`config.mk`:
```
export PLATFORM = sky130hd
export DESIGN_NAME = down_timer
export DESIGN_NICKNAME = d
export VERILOG_FILES = /design/src/rtl/down_timer.sv
export SDC_FILE = /design/constraint.sdc
export NUM_CORES = 1
export LEC_CHECK = 0
export CORE_MARGIN = 5
export CORE_UTILIZATION = 49
export CTS_CLUSTER_DIAMETER = 200
export DETAILED_ROUTE_END_ITERATION = 8
export PLACE_DENSITY = 0.78
export SYNTH_ARGS = -nofsm -noshare
export SYNTH_HDL_FRONTEND = slang
export SYNTH_SLANG_ARGS = --single-unit
```
`constraint.sdc`:
```
create_clock -name CLK -period 2.05 [get_ports CLK]
set_input_delay 0.3075 -clock CLK [delete_from_list [all_inputs] [get_ports CLK]]
set_output_delay 0.3075 -clock CLK [all_outputs]
set_load 0.05 [all_outputs]
```
`src/rtl/down_timer.sv`:
```
// down_timer: loadable, enable-gated down-counting timer with one-shot and
// periodic (auto-reload) modes and start/stop/resume control. TC is a
// registered one-cycle pulse per expiry; BUSY decodes the RUN state directly.
module down_timer #(
    parameter int WIDTH = 8
) (
    input  logic             CLK,
    input  logic             RST_,
    input  logic             EN,
    input  logic             LD,
    input  logic [WIDTH-1:0] DATA,
    input  logic             START,
    input  logic             STOP,
    input  logic             MODE,
    output logic [WIDTH-1:0] COUNT,
    output logic             TC,
    output logic             BUSY
);

    typedef enum logic [1:0] {
        IDLE = 2'd0,
        RUN  = 2'd1,
        DONE = 2'd2
    } state_t;

    localparam logic [WIDTH-1:0] ZERO = '0;
    localparam logic [WIDTH-1:0] ONE  = {{(WIDTH-1){1'b0}}, 1'b1};

    state_t           state_q, state_d;
    logic [WIDTH-1:0] count_q, count_d;
    logic [WIDTH-1:0] reload_q, reload_d;
    logic             tc_q, tc_d;

    // Command decode: one action per edge, priority LD > STOP > START > count.
    // STOP outranks START even when it has nothing to pause, so a combined
    // START+STOP never starts the timer.
    logic do_load, do_stop, do_start_idle, do_start_done, do_count;
    logic count_is_zero, count_is_one, reload_is_zero;

    always_comb begin
        count_is_zero  = (count_q == ZERO);
        count_is_one   = (count_q == ONE);
        reload_is_zero = (reload_q == ZERO);

        do_load       = EN && LD;
        do_stop       = EN && !LD && STOP && (state_q == RUN);
        do_start_idle = EN && !LD && !STOP && START && (state_q == IDLE) && !count_is_zero;
        do_start_done = EN && !LD && !STOP && START && (state_q == DONE) && !reload_is_zero;
        do_count      = EN && !LD && !STOP && (state_q == RUN);
    end

    // Next-state computation for count, reload, state and the TC pulse.
    always_comb begin
        state_d  = state_q;
        count_d  = count_q;
        reload_d = reload_q;
        tc_d     = 1'b0;

        if (do_load) begin
            count_d  = DATA;
            reload_d = DATA;
            state_d  = IDLE;
        end else if (do_stop) begin
            // Pause: the count is kept so a later START resumes from it.
            state_d = IDLE;
        end else if (do_start_idle) begin
            // Entering RUN does not decrement; the first decrement is next edge.
            state_d = RUN;
        end else if (do_start_done) begin
            count_d = reload_q;
            state_d = RUN;
        end else if (do_count) begin
            if (count_is_one) begin
                // Expiry. MODE is sampled here, so a mid-run change lands now.
                tc_d = 1'b1;
                if (MODE) begin
                    count_d = reload_q;
                end else begin
                    count_d = ZERO;
                    state_d = DONE;
                end
            end else if (!count_is_zero) begin
                // Guard keeps the counter from wrapping even if RUN were
                // somehow entered with a zero count.
                count_d = count_q - ONE;
            end
        end
    end

    // State registers; async active-low reset clears everything, no TC.
    always_ff @(posedge CLK or negedge RST_) begin
        if (!RST_) begin
            state_q  <= IDLE;
            count_q  <= ZERO;
            reload_q <= ZERO;
            tc_q     <= 1'b0;
        end else begin
            state_q  <= state_d;
            count_q  <= count_d;
            reload_q <= reload_d;
            tc_q     <= tc_d;
        end
    end

    assign COUNT = count_q;
    assign TC    = tc_q;
    assign BUSY  = (state_q == RUN);

endmodule

```
==> results.toml, run 1 <==
[global_route]
grt_max_degree = 20
grt_pass1_wl_mm = 4.84
grt_pass1_vias = 1136
grt_antenna_before_repair = 0
track_usage = 0.186
grt_overflow_total = 0

[yosys]
ys_warn_count = 0
synth.area.top_cells = "dfrtp_1, nand2_1, o21ai_1"
async_flop_share = 1.00
syn_area_um2 = 1100
yosys_register_bits = 19
ys.flop_type = "dfrtp_1"
ys_types = 33
yosys-top-cells-count = "nand2_1, dfrtp_1, nor2_1, o21ai_1, a21oi_1"
synth_edf_count = 0
avgSynthCellArea_um2 = 8.33
netlist_instances = 132
synth_top_area_frac = 0.432
yosys.area.top_type = "dfrtp_1"
synth_nets = 150
yosysMostFrequentCell = "nand2_1"
synth-seq-area-share = 0.432

[floorplan]
dieArea_um2 = 3290
ios = 25
core.rowCount = 17
initial_core_util = 0.507
die_h_um = 57.4
die_w_um = 57.4
core-area_um2 = 2170

[place]
pre_cts_ws_ps = -272
place_congestion = 0.912
dpl_cell_area_um2 = 1480
io_buffers = 24
hpwlAfterDp_mm = 2.26

[cells_and_area]
syn_to_final_growth_pct = 41.3
n_antenna_cell = 0
drive_above_1_share = 0.187
final_area_um2 = 1550
nNetsFinal = 190

[sta]
slew_headroom = 0.662
finalCritPeriodShare = 0.993
timing_worst_slew_pin_value_ps = 506
slew_viol_final = 0
setup_viol = 0
max_freq_ghz = 0.491
clock_skew_ps = 1.59
rsz0062_at_grt = "yes"
fin_ws_ps = 15.1
min_period_ps = 2030
fin_setup_tns_ps = 0
hold_viol_final = 0

[clocking]
post-cts-setup-buffer-count = 0
hold_buffers = 0
numClockSinks = 19
cts.reportedPaths.clkPinSlew_ps = 100
cts_buffers = 3
clockBufferDepth = 2
cts_resized = 0
h-tree-depth = 1
cts_tree = "yes"
clkLatencyLatePin_ps = 300
cts-root-buf = "clkbuf_4"

[job]
max_cap_violations = 0

[drt]
wl_mm = 3.10
wire_per_inst_um = 15.6
drc_errors = 0
vias = 1163
avgViaCountPerCell = 5.84
ant_nets = 0
drt-initial-drc-count = 43
first_pass_iters = 5

[power]
p_comb_frac = 0.510
p_int_mw = 0.841
vdd_drop_max_v = 0.000777
clockPowerShare = 0.121
seqPwrFrac = 0.369
p_leak_nw = 0.687
switching_share = 0.467
power_density_nw_per_um2 = 1010
p_switching_mw = 0.737

[worst_setup_path]
worstSetupPathType = "in -> reg"
worstSetupEndpointType = "flop"
start_kind = "input port"
path_max_fanout = 12
required_ps = 2240
arrival_ps = 2230

[hold_path]
hp-class = "in -> async"

[run_status]
status = "finished clean"
layout by cell type, fill, tap and decap left out, types with 2 or more instances in the layout:
cell type,Yosys,layout
o21ai_0,6,4
buf_4,0,15
nand2b_1,2,2
clkbuf_4,0,3
nor3_1,7,7
a222oi_1,2,2
a31oi_1,2,2
o21ai_1,9,10
or4_1,2,2
inv_1,4,4
a21oi_1,8,8
nand3_1,3,3
and2_1,3,3
dfrtp_2,0,2
nor2_1,10,9
nand2_1,30,30
dfrtp_1,19,17
a221oi_1,3,2
ha_1,3,3
clkdlybuf4s50_1,0,22
critical path, stage by stage:
cell and delay (ps):
clkdlybuf4s50_1 460, nand2b_4 170, or4_4 520, or2_4 270
and3_4 220, o21ai_0 190, o21ai_1 90
routing by layer:
layer	global-route usage	share of wire	wire, µm
met4	0.0861	0.022	67
met5	0	0	0
met2	0.323	0.52	1630
met1	0.221	0.38	1180
met3	0.0339	0.072	224
power by group through the flow:
stage | Combinational [mW] | Clock (mW) | Sequential, mW
after floorplan | 0.265 | 0 | 0.769
after global placement | 0.756 | 0 | 0.566
after detailed placement | 0.766 | 0 | 0.573
after CTS | 0.771 | 0.195 | 0.565
after global routing | 0.862 | 0.216 | 0.597
final | 0.804 | 0.191 | 0.582
flip-flops by register name, summed over array words and instances, names as in the netlist:
name	cells
TC	1
state_q	2
COUNT	8
reload_q	8
per-stage QoR:
step	total power [mW]	util	hold WS [ps]	std cells
6_report	1.58	0.716	321	199
5_1_grt	1.67	0.716	334	199
4_1_cts	1.53	0.694	327	198
3_5_place_dp	1.34	0.682	479	194
3_3_place_gp	1.32	0.682	476	194
2_1_floorplan	1.03	-	11.9	132
cell type report:
cell class	count	area, µm²
repair buffers	40	370
flip-flops and latches	19	478
well taps	28	35.0
inverters	4	15.0
multi-input cells	104	629
clock buffers	4	26.3
fillers	179	616
cell families (layout without fill, tap and decap cells):
group	count (synthesis)	count (layout)	synth area share
flip-flops	19	19	0.432
AND/OR/NAND/NOR	66	66	0.299
adder cells (fa/ha/maj)	3	3	0.0341
AO/OA/AOI/OAI	35	35	0.196
buffers and inverters	9	48	0.0387
path summary, 6_finish.rpt:
| check | to | startpoint | slack, ps | cells past startpoint |
|---|---|---|---|---|
| max | COUNT[2] | LD | 20 | 7 |
| min | reload_q[3] | RST_ | 320 | 2 |
| max reg2reg | COUNT[2] | state_q[1] | 80 | 6 |
| min reg2reg | reload_q[5] | reload_q[5] | 510 | 2 |
| max in group asynchronous | COUNT[1] | RST_ | 1510 | 2 |
| min in group CLK | reload_q[5] | reload_q[5] | 510 | 2 |
No activity file was read; power rests on OpenSTA's default activity.
==> run 2, diff against run 1 <==
--- a/config.mk
+++ b/config.mk
@@ -9,7 +9,10 @@
 export CORE_UTILIZATION = 49
 export CTS_CLUSTER_DIAMETER = 200
 export DETAILED_ROUTE_END_ITERATION = 8
+export GPL_ROUTABILITY_DRIVEN = 0
 export PLACE_DENSITY = 0.78
+export REMOVE_ABC_BUFFERS = 1
+export SLEW_MARGIN = 20
 export SYNTH_ARGS = -nofsm -noshare
 export SYNTH_HDL_FRONTEND = slang
 export SYNTH_SLANG_ARGS = --single-unit
==> run 2 against run 1 <==
Effect of this change: final area decreased by 2.4%; global-route usage grew 0.70 points; clock skew is essentially flat; sequential power fell by 3%; largest power group unchanged.
==> results.toml, run 2 (synthesis results as in run 1) <==
[cells_and_area]
syn_to_final_growth_pct = 37.9
drive_above_1_share = 0.175
n_antenna_cell = 0
mostFrequentLayoutCells = "nand2_1, clkdlybuf4s50_1, dfrtp_1"
layout_commonest_cell = "nand2_1"
multi_input_area_um2 = 604
nFillCells = 171
fin_util = 0.699
final_area_um2 = 1520
regArea_um2 = 475
nNetsFinal = 190

[clocking]
h-tree-depth = 1
clkLatencyLatePin_ps = 300
hold_buffers = 0
post-cts-setup-buffer-count = 0
cts.reportedPaths.clkPinSlew_ps = 100
cts-root-buf = "clkbuf_4"
numClockSinks = 19
clockBufferDepth = 2
cts_buffers = 3
cts_tree = "yes"

[sta]
hold_slack_ps = 322
timing_worst_slew_pin_value_ps = 522
max_freq_ghz = 0.502
finalCritPeriodShare = 0.971
setup_viol = 0
slew_viol_final = 0
clock_skew_ps = 1.97
rsz0062_at_grt = "yes"
fin_setup_tns_ps = 0
min_period_ps = 1990
slew_headroom = 0.649
hold_viol_final = 0

[power]
p_leak_nw = 0.674
power_density_nw_per_um2 = 1020
vdd_drop_max_v = 0.000775

[drt]
avgViaCountPerCell = 5.80
first_pass_iters = 5
drt-initial-drc-count = 53
wire_per_inst_um = 14.6
drc_errors = 0
vias = 1155
wl_mm = 2.90
ant_nets = 0

[worst_setup_path]
worstSetupPathType = "in -> reg"
start_kind = "input port"
critPathBufInv = 1
cp_slowest_stage_delay_ps = 510
path_max_fanout = 12
path_delay_family = "simple AND/OR/NAND/NOR gates"
arrival_ps = 2180
worstSetupEndpointType = "flop"
crit_slowest_cell = "or4_4"
required_ps = 2240
crit_chain = "clkdlybuf4s50_1, nand2b_4, or4_4, or2_4, and3_4, nor3_1, a21oi_1"
reg2reg_slack_ps = 60

[floorplan]
core.rowCount = 17
ios = 25
dieArea_um2 = 3290
initial_core_util = 0.507
die_w_um = 57.4
die_h_um = 57.4
core-area_um2 = 2170

[hold_path]
hp-class = "in -> async"

[global_route]
grt_antenna_before_repair = 0
grt_pass1_wl_mm = 5.04
grt_overflow_total = 0
grt_pass1_vias = 1181
grt_max_degree = 20
track_usage = 0.193

[run_status]
status = "finished clean"

[place]
hpwlAfterDp_mm = 2.24
io_buffers = 24
dpl_cell_area_um2 = 1470

[job]
max_cap_violations = 0
run 2: worst reg2reg max path, cell delays in order, from the launching register on:
cell and delay (ps):
dfrtp_1 430, nor4_1 520, nand3_1 200, o21bai_1 230, and3_4 300, buf_4 140, o21ai_1 60
run 2: path summary, 6_finish.rpt:
path	depth (start not counted)	start	end
setup / recovery	7	LD	COUNT[0]
hold / removal	2	RST_	TC
setup reg to reg	6	COUNT[6]	COUNT[5]
hold reg to reg	2	reload_q[1]	reload_q[1]
max in group asynchronous	2	RST_	state_q[1]
min in group CLK	2	reload_q[1]	reload_q[1]
run 2: layout make-up:
class | count | area share
repair buffers | 40 | 0.238
well taps | 28 | 0.0231
inverters | 4 | 0.00990
flip-flops and latches | 19 | 0.314
clock buffers | 4 | 0.0173
multi-input cells | 104 | 0.399
run 2: metrics by stage:
stage	power, mW	cells	worst slack, ps
final	1.55	199	59.3
after detailed placement	1.34	195	-237
after global placement	1.32	195	-189
after global routing	1.65	199	-66.9
after CTS	1.53	199	63.8
after floorplan	1.02	127	-335
run 2: timing repair:
action                     in CTS  in global routing
pin swaps                       0                  0
resized for setup               1                  6
setup endpoints to repair       5                  8
run 2: power breakdown:
part | internal (mW) | switching, mW
combinational | 0.295 | 0.497
clock | 0.0759 | 0.113
sequential | 0.459 | 0.106
total | 0.830 | 0.716
run 2: per-layer routing:
layer	track usage	up-vias	share of wire	routed length, µm
li1	-	545	-	-
met1	0.223	549	0.39	1140
met2	0.324	52	0.50	1440
met3	0.0407	9	0.078	226
met4	0.119	0	0.033	95
met5	0	-	0	0
==> run 3, diff against run 2 <==
--- a/config.mk
+++ b/config.mk
@@ -5,7 +5,6 @@
 export SDC_FILE = /design/constraint.sdc
 export NUM_CORES = 1
 export LEC_CHECK = 0
-export CORE_MARGIN = 5
 export CORE_UTILIZATION = 49
 export CTS_CLUSTER_DIAMETER = 200
 export DETAILED_ROUTE_END_ITERATION = 8
==> run 3 against run 2 <==
Effect of this change: combinational power is 2% lower; final area is 0.33% lower; critical path depth stayed put; core utilization is 4.1 points higher; clock skew is 2.0 ps higher; clock power hardly changed; worst hold slack better by 18 ps; critical endpoint unchanged; final cell count is 1.0% lower; clock-buffer cell count stayed put; flip-flop and latch count stayed put.
==> results.toml, run 3 (synthesis results as in run 1) <==
[run_status]
status = "finished clean"

[worst_setup_path]
worstSetupPathType = "in -> reg"
arrival_ps = 2180
path_max_fanout = 11
worstSetupEndpointType = "flop"
start_kind = "input port"
required_ps = 2240
r2r_cells = 9

[drt]
vias = 1141
avgViaCountPerCell = 5.79
first_pass_iters = 5
ant_nets = 0
wl_mm = 2.76
drt-initial-drc-count = 63
wire_per_inst_um = 14.0
drc_errors = 0

[sta]
finalCritPeriodShare = 0.970
max_freq_ghz = 0.503
slew_headroom = 0.671
clock_skew_ps = 3.99
hold_viol_final = 0
slew_viol_final = 0
timing_worst_slew_pin_value_ps = 493
min_period_ps = 1990
rsz0062_at_grt = "yes"
setup_viol = 0
hold_slack_ps = 340

[hold_path]
hp-class = "in -> async"

[clocking]
clockBufferDepth = 2
cts_buffers = 3
cts-root-buf = "clkbuf_4"
hold_buffers = 0
numClockSinks = 19
cts.reportedPaths.clkPinSlew_ps = 110
cts_tree = "yes"
h-tree-depth = 1
clkLatencyLatePin_ps = 290
post-cts-setup-buffer-count = 0

[floorplan]
die_w_um = 49.4
core.rowCount = 16
die_h_um = 49.4
core-area_um2 = 2040
initial_core_util = 0.539
ios = 25
dieArea_um2 = 2440

[power]
vdd_drop_max_v = 0.000813
total_power_mw = 1.55
p_leak_nw = 0.662
power_density_nw_per_um2 = 1020

[global_route]
grt_pass1_vias = 1071
grt_overflow_total = 0
grt_max_degree = 20
grt_pass1_wl_mm = 4.59
track_usage = 0.243
grt_antenna_before_repair = 0

[cells_and_area]
syn_to_final_growth_pct = 37.4
nNetsFinal = 189
n_antenna_cell = 0
fin_util = 0.740
drive_above_1_share = 0.171
mostFrequentLayoutCells = "nand2_1, clkdlybuf4s50_1, dfrtp_1"
final_cells = 197
layout_commonest_cell = "nand2_1"

[place]
hpwlAfterDp_mm = 2.09
io_buffers = 24
dp.cells = 192

[job]
max_cap_violations = 0
[run 3: cell types whose count changed in the layout (fill, tap and decap cells not counted), sizes merged]
cell / before / now
dlymetal6s2s: 1 / 0
dlygate4sd2: 0 / 1
clkdlybuf4s50: 22 / 23
buf: 17 / 15
[run 3: worst paths after layout]
kind | start | to | slack [ps]
worst max-delay path | LD | COUNT[0] | 60
worst min-delay path | RST_ | COUNT[7] | 340
worst max register to register | COUNT[1] | COUNT[3] | 150
worst min register to register | reload_q[0] | reload_q[0] | 510
max in group asynchronous | RST_ | reload_q[6] | 1510
min in group CLK | reload_q[0] | reload_q[0] | 510
[run 3: cell type report]
cell class	instances	area (µm²)
Sequential cell	19	475
Inverter	4	15.0
Clock buffer	4	26.3
Tap cell	27	33.8
Timing Repair Buffer	39	349
Fill cell	174	531
Multi-Input combinational cell	104	612
[run 3: timing repair]
action	4_1_cts	5_1_grt
cloned	0	1
gates resized for setup	2	8
pin swaps	0	0
setup endpoints to repair	6	7
[run 3: critical path, stage by stage]
cell and delay [ps]:
clkdlybuf4s50_1 450, nand2b_4 170, or4_4 500, or2_4 270, and3_4 220, nor3_1 200
a21oi_1 60
[run 3: report_power, final]
part	switching, mW	internal, mW
logic	0.487	0.293
registers	0.122	0.458
clock network	0.111	0.0756
total	0.720	0.827
[run 3: stage by stage]
stage	area [µm²]	setup WS [ps]	setup TNS [ps]
final	1510	61.8	0
after global routing	1510	-34.2	-136
after CTS	1480	51.7	0
after detailed placement	1450	-251	-1880
after global placement	1450	-200	-1580
after floorplan	1070	-335	-2590
[run 3: layer usage]
layer | GRT usage | vias up | part of all wire
met1 | 0.313 | 537 | 0.43
met5 | 0 | - | 0
met4 | 0.110 | 0 | 0.0072
li1 | - | 545 | -
met2 | 0.406 | 54 | 0.50
met3 | 0.0312 | 5 | 0.069
